<file path="config.mk">
export PLATFORM = sky130hd
export DESIGN_NAME = truth_table_sweep
export DESIGN_NICKNAME = d
export VERILOG_FILES = /design/src/rtl/sweep_pkg.sv /design/src/rtl/truth_table_sweep.sv
export SDC_FILE = /design/constraint.sdc
export NUM_CORES = 1
export LEC_CHECK = 0
export BUFFER_PORTS_ARGS = -buffer_cell sky130_fd_sc_hd__buf_4
export CAP_MARGIN = 20
export CORE_MARGIN = 5
export CORE_UTILIZATION = 30
export CTS_CLUSTER_DIAMETER = 120
export DETAILED_ROUTE_END_ITERATION = 7
export SETUP_SLACK_MARGIN = 0.1
export SLEW_MARGIN = 20
export SYNTH_ARGS = -nofsm -noshare
export SYNTH_HDL_FRONTEND = slang
export SYNTH_SLANG_ARGS = --single-unit
</file>
<file path="constraint.sdc">
create_clock -name i_clk -period 2.19 [get_ports i_clk]
set_clock_uncertainty 0.2 [all_clocks]
set_input_delay 0.5475 -clock i_clk [delete_from_list [all_inputs] [get_ports i_clk]]
set_output_delay 0.5475 -clock i_clk [all_outputs]
set_load 0.1 [all_outputs]
</file>
<file path="src/rtl/sweep_pkg.sv">
// Shared types and constants for the truth-table sweeper.
// Holds the FSM state encoding and the default golden table.
package sweep_pkg;

  localparam int N_VECT = 16;
  localparam int IDX_W  = 4;

  localparam logic [N_VECT-1:0] GOLDEN_DEF = 16'hD0C4;

  typedef enum logic [1:0] {
    S_IDLE,
    S_WAIT,
    S_SAMPLE,
    S_DONE
  } state_e;

endpackage

</file>
<file path="src/rtl/truth_table_sweep.sv">
// Clocked 4-input vector sweeper that captures s into a truth table.
// Optional golden compare is built in with `define SWEEP_CHECK_EN.
module truth_table_sweep
  import sweep_pkg::*;
#(
  parameter int unsigned       SETTLE   = 1,
  parameter logic [N_VECT-1:0] EXPECTED = GOLDEN_DEF
) (
  input  logic              i_clk,
  input  logic              i_reset,
  input  logic              i_start,
  input  logic              i_s,
  output logic              o_a,
  output logic              o_b,
  output logic              o_c,
  output logic              o_d,
  output logic [IDX_W-1:0]  o_index,
  output logic              o_busy,
  output logic              o_done,
  output logic [N_VECT-1:0] o_table
`ifdef SWEEP_CHECK_EN
  ,
  output logic              o_mismatch,
  output logic [IDX_W-1:0]  o_err_index
`endif
);

  localparam logic [7:0]       SETTLE_M1 = 8'(SETTLE - 1);
  localparam logic [IDX_W-1:0] IDX_LAST  = IDX_W'(N_VECT - 1);

  state_e              r_state;
  logic [IDX_W-1:0]    r_index;
  logic [7:0]          r_cnt;
  logic [N_VECT-1:0]   r_table;

  logic                w_accept;
  logic                w_sample;
  logic                w_last;
  logic [N_VECT-1:0]   w_table_nxt;

  assign w_accept = (r_state == S_IDLE) && i_start;
  assign w_sample = (r_state == S_SAMPLE);
  assign w_last   = (r_index == IDX_LAST);

  // Unsampled bits stay 0, so only the current index is replaced.
  always_comb begin
    w_table_nxt          = r_table;
    w_table_nxt[r_index] = i_s;
  end

  always_ff @(posedge i_clk) begin
    if (i_reset) begin
      r_state <= S_IDLE;
      r_index <= '0;
      r_cnt   <= '0;
      r_table <= '0;
    end else begin
      case (r_state)
        S_IDLE: begin
          if (i_start) begin
            r_state <= S_WAIT;
            r_index <= '0;
            r_cnt   <= '0;
            r_table <= '0;
          end
        end
        S_WAIT: begin
          if (r_cnt == SETTLE_M1) begin
            r_state <= S_SAMPLE;
          end else begin
            r_cnt <= r_cnt + 8'd1;
          end
        end
        S_SAMPLE: begin
          r_table <= w_table_nxt;
          if (w_last) begin
            r_state <= S_DONE;
          end else begin
            r_index <= r_index + 1'b1;
            r_cnt   <= '0;
            r_state <= S_WAIT;
          end
        end
        S_DONE: begin
          r_state <= S_IDLE;
        end
        default: begin
          r_state <= S_IDLE;
        end
      endcase
    end
  end

  // Vector bits follow the index, so they hold 1111 after a sweep.
  assign {o_a, o_b, o_c, o_d} = r_index;

  assign o_index = r_index;
  assign o_table = r_table;
  assign o_busy  = (r_state == S_WAIT) || (r_state == S_SAMPLE);
  assign o_done  = (r_state == S_DONE);

`ifdef SWEEP_CHECK_EN
  logic             r_mismatch;
  logic             r_err_seen;
  logic [IDX_W-1:0] r_err_index;
  logic             w_bit_bad;

  assign w_bit_bad = (i_s != EXPECTED[r_index]);

  always_ff @(posedge i_clk) begin
    if (i_reset) begin
      r_mismatch  <= 1'b0;
      r_err_seen  <= 1'b0;
      r_err_index <= '0;
    end else if (w_accept) begin
      r_mismatch  <= 1'b0;
      r_err_seen  <= 1'b0;
      r_err_index <= '0;
    end else if (w_sample) begin
      if (w_bit_bad && !r_err_seen) begin
        r_err_seen  <= 1'b1;
        r_err_index <= r_index;
      end
      if (w_last) begin
        r_mismatch <= (w_table_nxt != EXPECTED);
      end
    end
  end

  assign o_mismatch  = r_mismatch;
  assign o_err_index = r_err_index;
`else
  logic w_unused_expected;
  assign w_unused_expected = ^EXPECTED;
`endif

endmodule

</file>
# Word-level counts from Yosys, hierarchy flattened
# Index checks and enable logic that the tools add are counted.
[word_totals]
word_cells = 42
out_inout_bits = 26
register_bits = 30
inputBits = 4
[classes]
order_cmp = 2
n_reduce_logical = 10
n_mux = 16
add_sub_neg = 2
n_eq_ne = 8
[ops]
columns = ["cell", "count"]
rows = [
  ["$pmux 16 s2", 1],
  ["$mux 8", 3],
  ["$pmux 8 s3", 1],
  ["$bwmux 16", 1],
  ["$mux 16", 1],
  ["$add 8x1->8 const B", 1],
  ["$logic_not 8->1", 1],
  ["$mux 4", 2],
  ["$ne 2x2->1 const B", 4],
  ["$pmux 2 s4", 1],
  ["$pmux 4 s2", 1],
  ["$mux 2", 3],
  ["$lt 4x5->1 const B", 1],
  ["$add 4x1->4 const B", 1],
  ["$demux 1 s4", 1],
  ["$eq 2x2->1 const B", 2],
  ["$eq 4x4->1 const B", 1],
  ["$ge 4x1->1 const B", 1],
  ["$reduce_and 2->1", 2],
  ["$reduce_and 4->1", 1],
  ["$reduce_and 3->1", 1],
  ["$reduce_bool 3->1", 1],
  ["$eq 2x1->1 const B", 1],
  ["$logic_not 2->1", 1],
  ["other kinds (4)", 4],
]

# Depth between registers and ports, before layout
[logic_depth]
word_depth = 6
depth_mapped = 7
ltp_nobuf = 6

# Least setup slack after synthesis
# OpenSTA, ideal clock, no wires.
[synth_timing]
path_type = "register to register"
startpoint = "register r_index[0], in the netlist o_index[0]"
endpoint = "register r_cnt[1]"
path_slack_ps = -203
required_time_ps = 1862
period_less_slack_ps = 2393
t_arrival_ps = 2065
path_buffers = 0
path_stages_with_launch = 6
setup_ps = 128
path_cell_list = "dfxtp_1 ha_1 nand4_4 and3_2 nand4_1 a21oi_1"
[synth_via]
elab_chain_cells = 3
[synth_lines]
columns = ["item", "line", "source"]
rows = [
  ["start: declaration", "truth_table_sweep.sv:32", "logic [IDX_W-1:0] r_index;"],
  ["start signal: assignment", "truth_table_sweep.sv:79", "r_index <= r_index + 1'b1;"],
  ["$eq 4x4->1", "truth_table_sweep.sv:43", "assign w_last = (r_index == IDX_LAST);"],
  ["$ne 2x2->1 (no source line)", "n/a", ""],
  ["$reduce_and 4->1 (no source line)", "n/a", ""],
  ["end signal: assignment", "truth_table_sweep.sv:71", "r_cnt <= r_cnt + 8'd1;"],
  ["end: declaration", "truth_table_sweep.sv:33", "logic [7:0] r_cnt;"],
]
# No other way between the ends.
# A chain may end at the register's enable or synchronous reset.

# Final worst setup path
[layout_timing]
startpoint = "register r_state[0]"
endpoint = "output port o_busy"
[layout_via]
elab_chain_cells = 2
elab_cells_between_ends = 3
classes_between = "eq/ne (2); reduce/logical (1)"
[layout_lines]
columns = ["item", "line", "source"]
rows = [
  ["start: declaration", "truth_table_sweep.sv:31", "state_e r_state;"],
  ["start signal: assignment", "truth_table_sweep.sv:53", "r_state <= S_IDLE;"],
  ["start signal: assignment", "truth_table_sweep.sv:61", "r_state <= S_WAIT;"],
  ["start signal: assignment", "truth_table_sweep.sv:69", "r_state <= S_SAMPLE;"],
  ["$eq 2x1->1 or $eq 2x2->1 (tied branches)", "truth_table_sweep.sv:99", "assign o_busy = (r_state == S_WAIT) || (r_state == S_SAMPLE);"],
  ["$logic_or 1x1->1 *", "truth_table_sweep.sv:99", ""],
  ["end: declaration", "truth_table_sweep.sv:18", "output logic o_busy,"],
]
# Mark *: on every way between the ends. The rest lies on a longest branch, timed or not.

==> results.json <==
{
  "path_class": "flip-flop to output pin",
  "ctsHtreeMaxLevel": 2,
  "clk_pin_slew_ps": 60,
  "drive_gt1_share_pct": 27.43,
  "path_cells": "inv_1, ha_2, buf_8",
  "yosysMostFrequentCell": "dfxtp_1",
  "p_clk_share_pct": 37.3,
  "cts_tree": "built",
  "ctsRootBufferMaster": "clkbuf_8",
  "rrSetupSlack_ps": 270,
  "ys.flop_type": "dfxtp_1",
  "finalCritPeriodShare_pct": 92.88,
  "gr-usage-met3_pct": 3.327,
  "finalMaxSlewViolations": 0,
  "fin_crit_ps": 2034,
  "grt_max_degree": 32,
  "synthXorXnorAreaFrac_pct": 0.5014,
  "fp.dieH_um": 86.31,
  "numCtsBuffers": 5,
  "outcome": "finished, final reports clean",
  "n_antenna_cell": 0,
  "synthesis.area_um2": 1747,
  "worst_path_max_delay_cell": "dfxtp_1",
  "synth_area_leaders": "dfxtp_1, mux2_1, ha_1, nand2_1, nand3_1",
  "p_leak_uw": 0.0007996,
  "place_ws_ps": 178.2,
  "fin_nets": 239,
  "p_sw_share_pct": 29.54,
  "p_int_uw": 869.5,
  "yosysUniqueCellTypes": 49,
  "grt_overflow": 0,
  "ir_drop_mv": 0.3339,
  "die_w_um": 86.31,
  "synth_seq_cells": 30,
  "ys_warn_count": 0,
  "track_usage_pct": 10.51,
  "grt_util_met1_pct": 13.52,
  "synthAdderAreaFrac_pct": 7.163,
  "setup.worst_path.end_class": "output pin",
  "rsz0062_at_grt": "false",
  "n_fill_cell": 588,
  "top_usage_layer": "met2",
  "yosys.area_share.simple_pct": 29.58,
  "setup_tns_ps": 0,
  "drc": 0,
  "setup_slack_ps": 156.0,
  "p_seq_share_pct": 45.2,
  "slew_headroom_pct": 72.56,
  "power.switching_uw": 364.6,
  "max_stage_delay_ps": 380,
  "crit_arrival_ps": 1290,
  "viasPerCell": 4.940,
  "worst_slew_pin_slew_ps": 410.6,
  "floorplan.initialDensity_pct": 31.34,
  "num_vias": 1472,
  "syn_avg_cell_area_um2": 8.690,
  "crit_fanout": 4,
  "gp_congestion": 0.7856,
  "drt_first_iter_violations": 109,
  "worstSetupStartpointType": "flip-flop",
  "syn_nets": 215,
  "clkSinkCount": 30,
  "synth_edf_count": 0,
  "grt_pass1_wl_um": 6299,
  "dpl.hpwl_um": 2691,
  "antenna_found_initial": 0,
  "maxCapViolations": 0,
  "fmax_mhz": 491.6,
  "dr.pass1.iters": 4,
  "required_ps": 1440,
  "muxShareOfSynthArea_pct": 11.39,
  "comb_power_share_pct": 17.5,
  "finalSetupViolations": 0,
  "finalHoldViolCount": 0,
  "portBuffers": 29,
  "gr-usage-met2_pct": 16.05,
  "dieArea_um2": 7449,
  "area_growth_pct": 18.84,
  "synth_compound_area_share_pct": 9.097,
  "io_pins": 30,
  "clock_path_buffers": 2,
  "seq_area_frac_synth_pct": 34.38,
  "coreArea_um2": 5574,
  "power_per_cell_area_nw_per_um2": 594.6,
  "hold_path.class": "flip-flop to flip-flop",
  "insertion_delay_ps": 280,
  "num_rows": 27,
  "async_flop_share_pct": 0,
  "synthTopCellsByCount": "dfxtp_1, nand2_1, nor2_1",
  "drtAntennaViolNets": 0,
  "wl_per_cell_um": 12.80,
  "critPathTopFamily": "flip-flops",
  "drt-total-wl_um": 3813,
  "syn_inst": 201,
  "post_cts_buffers": 0,
  "critPathBufInv": 2,
  "synth_top_family_by_area": "simple AND/OR/NAND/NOR gates",
  "first_global_vias": 1339,
  "synth_top_area_share_pct": 34.38,
  "synth_largest_area_cell": "dfxtp_1"
}
## timing repair
item	CTS	global route
pin swaps	0	1
hold buffers	0	0
endpoints found under the hold margin	0	0
setup endpoints to repair	1	10
gates resized for setup	1	5
## flip-flops by register name, summed over array words and instances (netlist names)
name	cells
o_index	4
r_cnt	8
o_table	16
r_state	2
## cells by family after synthesis
group | after synthesis
DFF | 30
buffers and inverters | 22
muxes | 17
and+or+nand+nor | 94
AOI/OAI and AO/OA | 27
adders and majority gates | 10
xor gates and xnor gates | 1
## final timing paths
check             startpoint  depth (start not counted)  endpoint
setup / recovery  r_state[0]                          3    o_busy
hold reg to reg     r_cnt[7]                          2  r_cnt[7]
hold / removal      r_cnt[7]                          2  r_cnt[7]
setup reg to reg  r_state[0]                          6  r_cnt[5]
## tightest hold or removal path: cells and delay by family, from the launching register on
| kind | cells | cell delay [ps] |
|---|---|---|
| AOI/OAI and AO/OA | 2 | 130 |
| DFF | 1 | 320 |
## metal layers
metal  vias to the layer above  wire length [µm]
li1                        756                 -
met1                       678              1894
met2                        32              1655
met3                         6               208
met4                         0                55
met5                         -                 0
## cell type report
class	instances	area, µm²	area share [%]
multi-input cells	149	1017	49.01
flip-flops and latches	30	606.8	29.23
repair buffers	31	240.2	11.57
well taps	72	90.09	4.340
clock buffers	7	86.33	4.159
inverters	8	30.03	1.447
clock inverters	1	5.005	0.2411
## cells in the final DEF (no fill, tap or decap), types with 2 or more instances in the layout
cell type,netlist,final
mux2_4,2,2
nand2_1,24,24
o31ai_1,2,2
or4_1,2,2
nor4_1,2,2
or3_1,2,2
nand4_1,9,9
nor2_1,20,20
and3_2,2,2
buf_4,5,30
inv_1,8,8
dfxtp_1,30,25
a21oi_1,12,12
dfxtp_2,0,5
nand3_1,16,16
o21ai_0,6,6
clkbuf_8,1,6
mux2_2,3,3
mux2_1,12,12
ha_1,10,8
ha_2,0,2
## power by group through the flow
stage / registers [µW] / clock network [µW] / logic (µW)
after detailed placement: 569 / 0 / 203
after CTS: 557 / 476 / 208
after floorplan: 576 / 0 / 174
after global routing: 558 / 505 / 231
final: 558 / 461 / 215
after global placement: 569 / 0 / 203
## stage by stage
stage | hold WS, ps | instances | utilization, % | cell area, µm² | power [µW]
after CTS | 296.2 | 298 | 36.99 | 2062 | 1241
after detailed placement | 284.6 | 290 | 35.29 | 1967 | 772.2
after global routing | 321.0 | 298 | 37.24 | 2076 | 1294
after global placement | 278.0 | 290 | 35.29 | 1967 | 772.1
after floorplan | 257.4 | 201 | - | 1752 | 750.8
final | 293.5 | 298 | 37.24 | 2076 | 1234
(Power assumes the default switching activity.)
